[config.mk]
export PLATFORM = sky130hd
export DESIGN_NAME = neuron_sequencer
export DESIGN_NICKNAME = d
export VERILOG_FILES = /design/src/rtl/neuron_pkg.sv /design/src/rtl/neuron_sequencer_sat_add.sv /design/src/rtl/neuron_sequencer.sv
export SDC_FILE = /design/constraint.sdc
export NUM_CORES = 1
export LEC_CHECK = 0
export ABC_CLOCK_PERIOD_IN_PS = 2500
export CAP_MARGIN = 10
export CELL_PAD_IN_SITES_DETAIL_PLACEMENT = 0
export CELL_PAD_IN_SITES_GLOBAL_PLACEMENT = 1
export CORE_MARGIN = 8
export CORE_UTILIZATION = 33
export DETAILED_ROUTE_END_ITERATION = 8
export PLACE_DENSITY_LB_ADDON = 0.1
export SYNTH_ARGS = -nofsm -noshare
export SYNTH_HDL_FRONTEND = slang
export SYNTH_SLANG_ARGS = --single-unit
[constraint.sdc]
create_clock -name clk -period 2.5 [get_ports clk]
set_input_delay 0.5 -clock clk [delete_from_list [all_inputs] [get_ports clk]]
set_output_delay 0.5 -clock clk [all_outputs]
set_load 0.02 [all_outputs]
[src/rtl/neuron_pkg.sv]
// Shared definitions for the CORDIC neuron sequencer: data width, Q-format, FSM states, saturation limits.
package neuron_pkg;

    // MSB index of a data word (words are NRN_WIDTH+1 bits, Q2.13)
    localparam int unsigned NRN_WIDTH = 15;
    localparam int unsigned FRAC_BITS = 13;

    localparam logic [NRN_WIDTH:0] SAT_MAX = {1'b0, {NRN_WIDTH{1'b1}}};
    localparam logic [NRN_WIDTH:0] SAT_MIN = {1'b1, {NRN_WIDTH{1'b0}}};

    typedef enum logic [1:0] {
        IDLE   = 2'd0,
        LAUNCH = 2'd1,
        RUN    = 2'd2,
        HOLD   = 2'd3
    } state_t;

endpackage

[src/rtl/neuron_sequencer_sat_add.sv]
// sat_add: combinational signed saturating adder of two WIDTH+1 bit words.
module sat_add #(
    parameter int unsigned WIDTH = 15
) (
    input  logic [WIDTH:0] i_a,
    input  logic [WIDTH:0] i_b,
    output logic [WIDTH:0] o_sum_c
);

    logic [WIDTH+1:0] w_sum;

    // Add one guard bit, clamp when the guard and sign bits disagree
    always_comb begin
        w_sum   = {i_a[WIDTH], i_a} + {i_b[WIDTH], i_b};
        o_sum_c = w_sum[WIDTH:0];
        if (w_sum[WIDTH+1] != w_sum[WIDTH]) begin
            o_sum_c = w_sum[WIDTH+1] ? {1'b1, {WIDTH{1'b0}}} : {1'b0, {WIDTH{1'b1}}};
        end
    end

endmodule

[src/rtl/neuron_sequencer.sv]
// neuron_sequencer: feeds operand triples into the CORDIC neuron core, sequences its
// restart, captures sinh/cosh/z and presents them with exp = sat(cosh + sinh).
// Optional RUN watchdog enabled by defining NEURON_SEQ_TIMEOUT_EN.
module neuron_sequencer
    import neuron_pkg::*;
#(
    parameter int unsigned WIDTH       = NRN_WIDTH,
    parameter int unsigned TAG_W       = 4,
    parameter int unsigned RST_CYCLES  = 2,
    parameter int unsigned TIMEOUT_CYC = 64
) (
    input  logic             clk,
    input  logic             reset,
    input  logic             in_valid,
    output logic             in_ready,
    input  logic [WIDTH:0]   in_x,
    input  logic [WIDTH:0]   in_y,
    input  logic [WIDTH:0]   in_z,
    input  logic [TAG_W-1:0] in_tag,
    output logic [WIDTH:0]   nrn_x,
    output logic [WIDTH:0]   nrn_y,
    output logic [WIDTH:0]   nrn_z,
    output logic             nrn_reset,
    input  logic [WIDTH:0]   nrn_sinh,
    input  logic [WIDTH:0]   nrn_cosh,
    input  logic [WIDTH:0]   nrn_z_res,
    input  logic             nrn_complete,
    output logic             out_valid,
    input  logic             out_ready,
    output logic [WIDTH:0]   out_sinh,
    output logic [WIDTH:0]   out_cosh,
    output logic [WIDTH:0]   out_z,
    output logic [WIDTH:0]   out_exp,
    output logic [TAG_W-1:0] out_tag,
    output logic             out_err,
    output logic             busy
);

    localparam int unsigned LCNT_W = (RST_CYCLES > 1) ? $clog2(RST_CYCLES) : 1;

    state_t             r_state;
    state_t             w_state_nxt;
    logic [LCNT_W-1:0]  r_lcnt;
    logic               r_nrn_reset;
    logic               r_busy;
    logic [WIDTH:0]     r_nrn_x, r_nrn_y, r_nrn_z;
    logic [TAG_W-1:0]   r_job_tag;
    logic               r_out_valid;
    logic [WIDTH:0]     r_out_sinh, r_out_cosh, r_out_z, r_out_exp;
    logic [TAG_W-1:0]   r_out_tag;
    logic [WIDTH:0]     w_exp_c;
    logic               w_accept;
    logic               w_capture;
    logic               w_release;
    logic               w_timeout;

    assign in_ready  = (r_state == IDLE);
    assign w_accept  = in_valid && (r_state == IDLE);
    assign w_capture = (r_state == RUN) && (nrn_complete || w_timeout);
    assign w_release = (r_state == HOLD) && out_ready;

    sat_add #(.WIDTH(WIDTH)) u_sat_add (
        .i_a     (nrn_cosh),
        .i_b     (nrn_sinh),
        .o_sum_c (w_exp_c)
    );

    // Next-state logic; complete is only looked at in RUN so a stale flag is masked in LAUNCH
    always_comb begin
        w_state_nxt = r_state;
        case (r_state)
            IDLE:    if (in_valid)       w_state_nxt = LAUNCH;
            LAUNCH:  if (r_lcnt == '0)   w_state_nxt = RUN;
            RUN:     if (nrn_complete || w_timeout) w_state_nxt = HOLD;
            HOLD:    if (out_ready)      w_state_nxt = IDLE;
            default:                     w_state_nxt = IDLE;
        endcase
    end

    // State register; core restart is released only while running
    always_ff @(posedge clk or negedge reset) begin
        if (!reset) begin
            r_state     <= IDLE;
            r_nrn_reset <= 1'b1;
            r_busy      <= 1'b0;
        end else begin
            r_state     <= w_state_nxt;
            r_nrn_reset <= (w_state_nxt != RUN);
            r_busy      <= (w_state_nxt == LAUNCH) || (w_state_nxt == RUN);
        end
    end

    // Operand launch, restart down-counter and result capture
    always_ff @(posedge clk or negedge reset) begin
        if (!reset) begin
            r_lcnt      <= '0;
            r_nrn_x     <= '0;
            r_nrn_y     <= '0;
            r_nrn_z     <= '0;
            r_job_tag   <= '0;
            r_out_valid <= 1'b0;
            r_out_sinh  <= '0;
            r_out_cosh  <= '0;
            r_out_z     <= '0;
            r_out_exp   <= '0;
            r_out_tag   <= '0;
        end else begin
            if (w_accept) begin
                r_nrn_x   <= in_x;
                r_nrn_y   <= in_y;
                r_nrn_z   <= in_z;
                r_job_tag <= in_tag;
                r_lcnt    <= LCNT_W'(RST_CYCLES - 1);
            end else if ((r_state == LAUNCH) && (r_lcnt != '0)) begin
                r_lcnt <= r_lcnt - LCNT_W'(1);
            end

            if (w_capture) begin
                r_out_valid <= 1'b1;
                r_out_tag   <= r_job_tag;
                if (nrn_complete) begin
                    r_out_sinh <= nrn_sinh;
                    r_out_cosh <= nrn_cosh;
                    r_out_z    <= nrn_z_res;
                    r_out_exp  <= w_exp_c;
                end else begin
                    r_out_sinh <= '0;
                    r_out_cosh <= '0;
                    r_out_z    <= '0;
                    r_out_exp  <= '0;
                end
            end else if (w_release) begin
                r_out_valid <= 1'b0;
            end
        end
    end

`ifdef NEURON_SEQ_TIMEOUT_EN
    localparam int unsigned RUN_CNT_W = $clog2(TIMEOUT_CYC + 1);

    logic [RUN_CNT_W-1:0] r_run_cnt;
    logic                 r_out_err;

    assign w_timeout = (r_state == RUN) && !nrn_complete &&
                       (r_run_cnt == RUN_CNT_W'(TIMEOUT_CYC - 1));
    assign out_err   = r_out_err;

    // Watchdog: counts RUN cycles, flags the result when the core never completes
    always_ff @(posedge clk or negedge reset) begin
        if (!reset) begin
            r_run_cnt <= '0;
            r_out_err <= 1'b0;
        end else begin
            if (r_state != RUN) r_run_cnt <= '0;
            else                r_run_cnt <= r_run_cnt + RUN_CNT_W'(1);

            if (w_capture)      r_out_err <= w_timeout;
            else if (w_release) r_out_err <= 1'b0;
        end
    end
`else
    // Watchdog compiled out: RUN waits for the core indefinitely
    assign w_timeout = 1'b0 & (TIMEOUT_CYC == 0);
    assign out_err   = 1'b0;
`endif

    assign nrn_x     = r_nrn_x;
    assign nrn_y     = r_nrn_y;
    assign nrn_z     = r_nrn_z;
    assign nrn_reset = r_nrn_reset;
    assign busy      = r_busy;
    assign out_valid = r_out_valid;
    assign out_sinh  = r_out_sinh;
    assign out_cosh  = r_out_cosh;
    assign out_z     = r_out_z;
    assign out_exp   = r_out_exp;
    assign out_tag   = r_out_tag;

endmodule

==> out/metrics.yaml <==
status:
  outcome: "finished clean"
drt:
  wire_per_inst_um: 17.05
  dr.pass1.iters: 4
  drc: 0
  drtIter0Drc: 205
  vias_per_cell: 4.618
  drtAntennaViolNets: 0
  num_vias: 4890
  drt-total-wl_um: 18060
layout:
  antenna_cells: 0
  fin_util: 0.5530
  syn_to_final_growth_pct: 65.60
  drive_above_1_share: 0.2266
  layout_common_cells: "clkdlybuf4s50_1, nand2_1, dfrtp_1"
  fin_nets: 945
  layout_commonest_cell: "clkdlybuf4s50_1"
synthesis:
  synth_cell_types: 52
  synth-edff-count: 0
  ys.flop_type: "dfrtp_1"
  yosys.area.top_type: "dfrtp_1"
  synthTopCellsByArea: "dfrtp_1, nand2_1, mux2_2"
  syn_area_um2: 5695
  yosysSeqAreaShare: 0.5538
  async_reset_ff_frac: 1.000
  synth_area_per_cell_um2: 10.43
  ys_warn_count: 0
  yosysTopAreaCellShare: 0.5492
  synth_fp_nets: 669
  ys_ff_latch: 126
  netlist_instances: 546
sta:
  drv_slew: 0
  holdWs_ns: 0.1842
  slew_headroom: 0.5388
  skew_ns: 0.008208
  timing.final.crit_share: 0.9853
  fmax_mhz: 406.0
  hold_viol_final: 0
  worstMarginPinSlew_ns: 0.6918
  fin_crit_ns: 2.463
  setup_viol: 0
setup_path:
  setup.worst_path.class: "primary input to flip-flop"
  cp-start-kind: "primary input"
  required_ns: 2.79
  critPathArrivalTime_ns: 2.75
  crit_fanout: 5
  crit_path_end_kind: "flip-flop"
global_routing:
  antenna_found_initial: 0
  grt_max_degree: 127
  grt_pass1_wl_um: 28720
  grt_overflow: 0
  grt_usage: 0.1668
  grt_pass1_vias: 5177
floorplan:
  die_w_um: 147.4
  rows: 48
  chipHeight_um: 147.4
  core_area_um2: 17060
  start_util: 0.3339
  dieArea_um2: 21720
  ios: 226
cts:
  clock-root-buffer: "clkbuf_16"
  h-tree-depth: 4
  cts_buffers: 17
  clock_path_buffers: 2
  clk_pin_slew_ns: 0.06
  cts.sinks: 126
  clk_latency_ns: 0.41
  cts_tree: "yes"
placed_design:
  gp_congestion: 0.8354
  dpl.hpwl_um: 13470
  port-buffer-count: 224
hold_path:
  worst_hold_path_type: "primary input to async pin"
flow_run:
  maxCapViolCount: 0
pwr:
  peakVddDrop_mv: 0.6356
  leakage_uw: 0.004325
  p_per_area_nw_per_um2: 1229
metal layers:
layer  vias up  track usage  part of all wire
met5         -            0                 0
li1       2384            -                 -
met4         0      0.05201             0.011
met3        19      0.04739             0.061
met1      2318       0.2135              0.46
met2       169       0.2679              0.46
per-stage QoR:
step           area (um^2)  std cells  setup slack [ns]  TNS [ns]  power (uW)
4_1_cts               9311       1057         0.0004465         0       11740
5_1_grt               9432       1059         -0.004757  -0.01218       12310
3_3_place_gp          8591       1022           -0.6141    -8.524        8991
3_5_place_dp          8591       1022           -0.6284    -8.959        9102
6_report              9432       1059           0.03666         0       11590
2_1_floorplan         5702        546           0.01127         0        6248
power breakdown:
| part | total, uW | switching, uW | internal [uW] |
|---|---|---|---|
| combinational | 5460 | 2760 | 2700 |
| clock | 2540 | 951 | 1590 |
| sequential | 3590 | 547 | 3040 |
final timing paths:
kind | from | end | slack, ns | cells after the start
max in group asynchronous | reset | out_exp[12]$_DFFE_PN0P_ | 1.78 | 2
max | nrn_cosh[9] | out_exp[9]$_DFFE_PN0P_ | 0.04 | 11
min | reset | nrn_x[0]$_DFFE_PN0P_ | 0.18 | 2
min in group clk | nrn_sinh[0] | out_sinh[0]$_DFFE_PN0P_ | 0.35 | 3
max reg2reg | r_state[1]$_DFF_PN0_ | nrn_y[6]$_DFFE_PN0P_ | 0.78 | 4
min reg2reg | r_job_tag[0]$_DFFE_PN0P_ | out_tag[0]$_DFFE_PN0P_ | 0.46 | 2
worst max-delay path: stages:
cell,delay [ns]
clkdlybuf4s50_1,0.44
ha_1,0.32
a21o_1,0.21
a31o_2,0.23
a221oi_2,0.28
buf_4,0.16
o21bai_2,0.08
and2_4,0.19
buf_12,0.13
o21ai_2,0.15
o21ai_2,0.06
state kept, by name, indices dropped and copies added, names as in the netlist:
register and flops:
r_state 2, nrn_reset 1, out_exp 16, busy 1, out_valid 1, out_z 16
r_job_tag 4, r_lcnt 1, nrn_z 16, out_cosh 16, nrn_x 16, out_sinh 16
out_tag 4, nrn_y 16
synth_stat cells (2+ instances only):
cell,number
o21ai_0,8
buf_2,4
a21o_1,5
xnor2_1,8
nand2_1,187
inv_1,9
ha_1,17
nor2b_1,5
o31ai_1,5
xor2_1,3
nand3_1,4
buf_6,2
o211ai_1,5
a311oi_1,2
o21ai_2,7
or3_1,3
a31oi_1,2
and3_1,3
nand2b_1,2
o21a_1,2
o21bai_1,2
mux2_2,52
dfrtp_1,125
o21ai_1,6
nor2_1,12
a21oi_1,19
clkbuf_1,22
layout make-up:
class,instances,area [um^2]
Tap cell,225,281.5
Clock inverter,13,165.2
Clock buffer,18,439.2
Fill cell,1467,7625
Multi-Input combinational cell,383,2585
Inverter,9,37.54
Sequential cell,126,3154
Timing Repair Buffer,285,2769
repair_timing:
action / in CTS / in global routing
hold buffers: 0 / 0
gates cloned: 1 / 0
buffers inserted: 3 / 2
pin swaps: 6 / 13
resized for setup: 23 / 25
endpoints found under the setup margin: 14 / 15
kinds of logic after synthesis:
kind of cell,Yosys count,share of synthesized area
xor+xnor,11,0.01692
simple gates,226,0.1617
flops,126,0.5538
fa+ha+maj,18,0.04086
buf+inv,38,0.02922
other cells,1,0.0006584
mux,53,0.1046
compound gates,73,0.09227
Note: power is estimated with default switching activity, not from simulation.
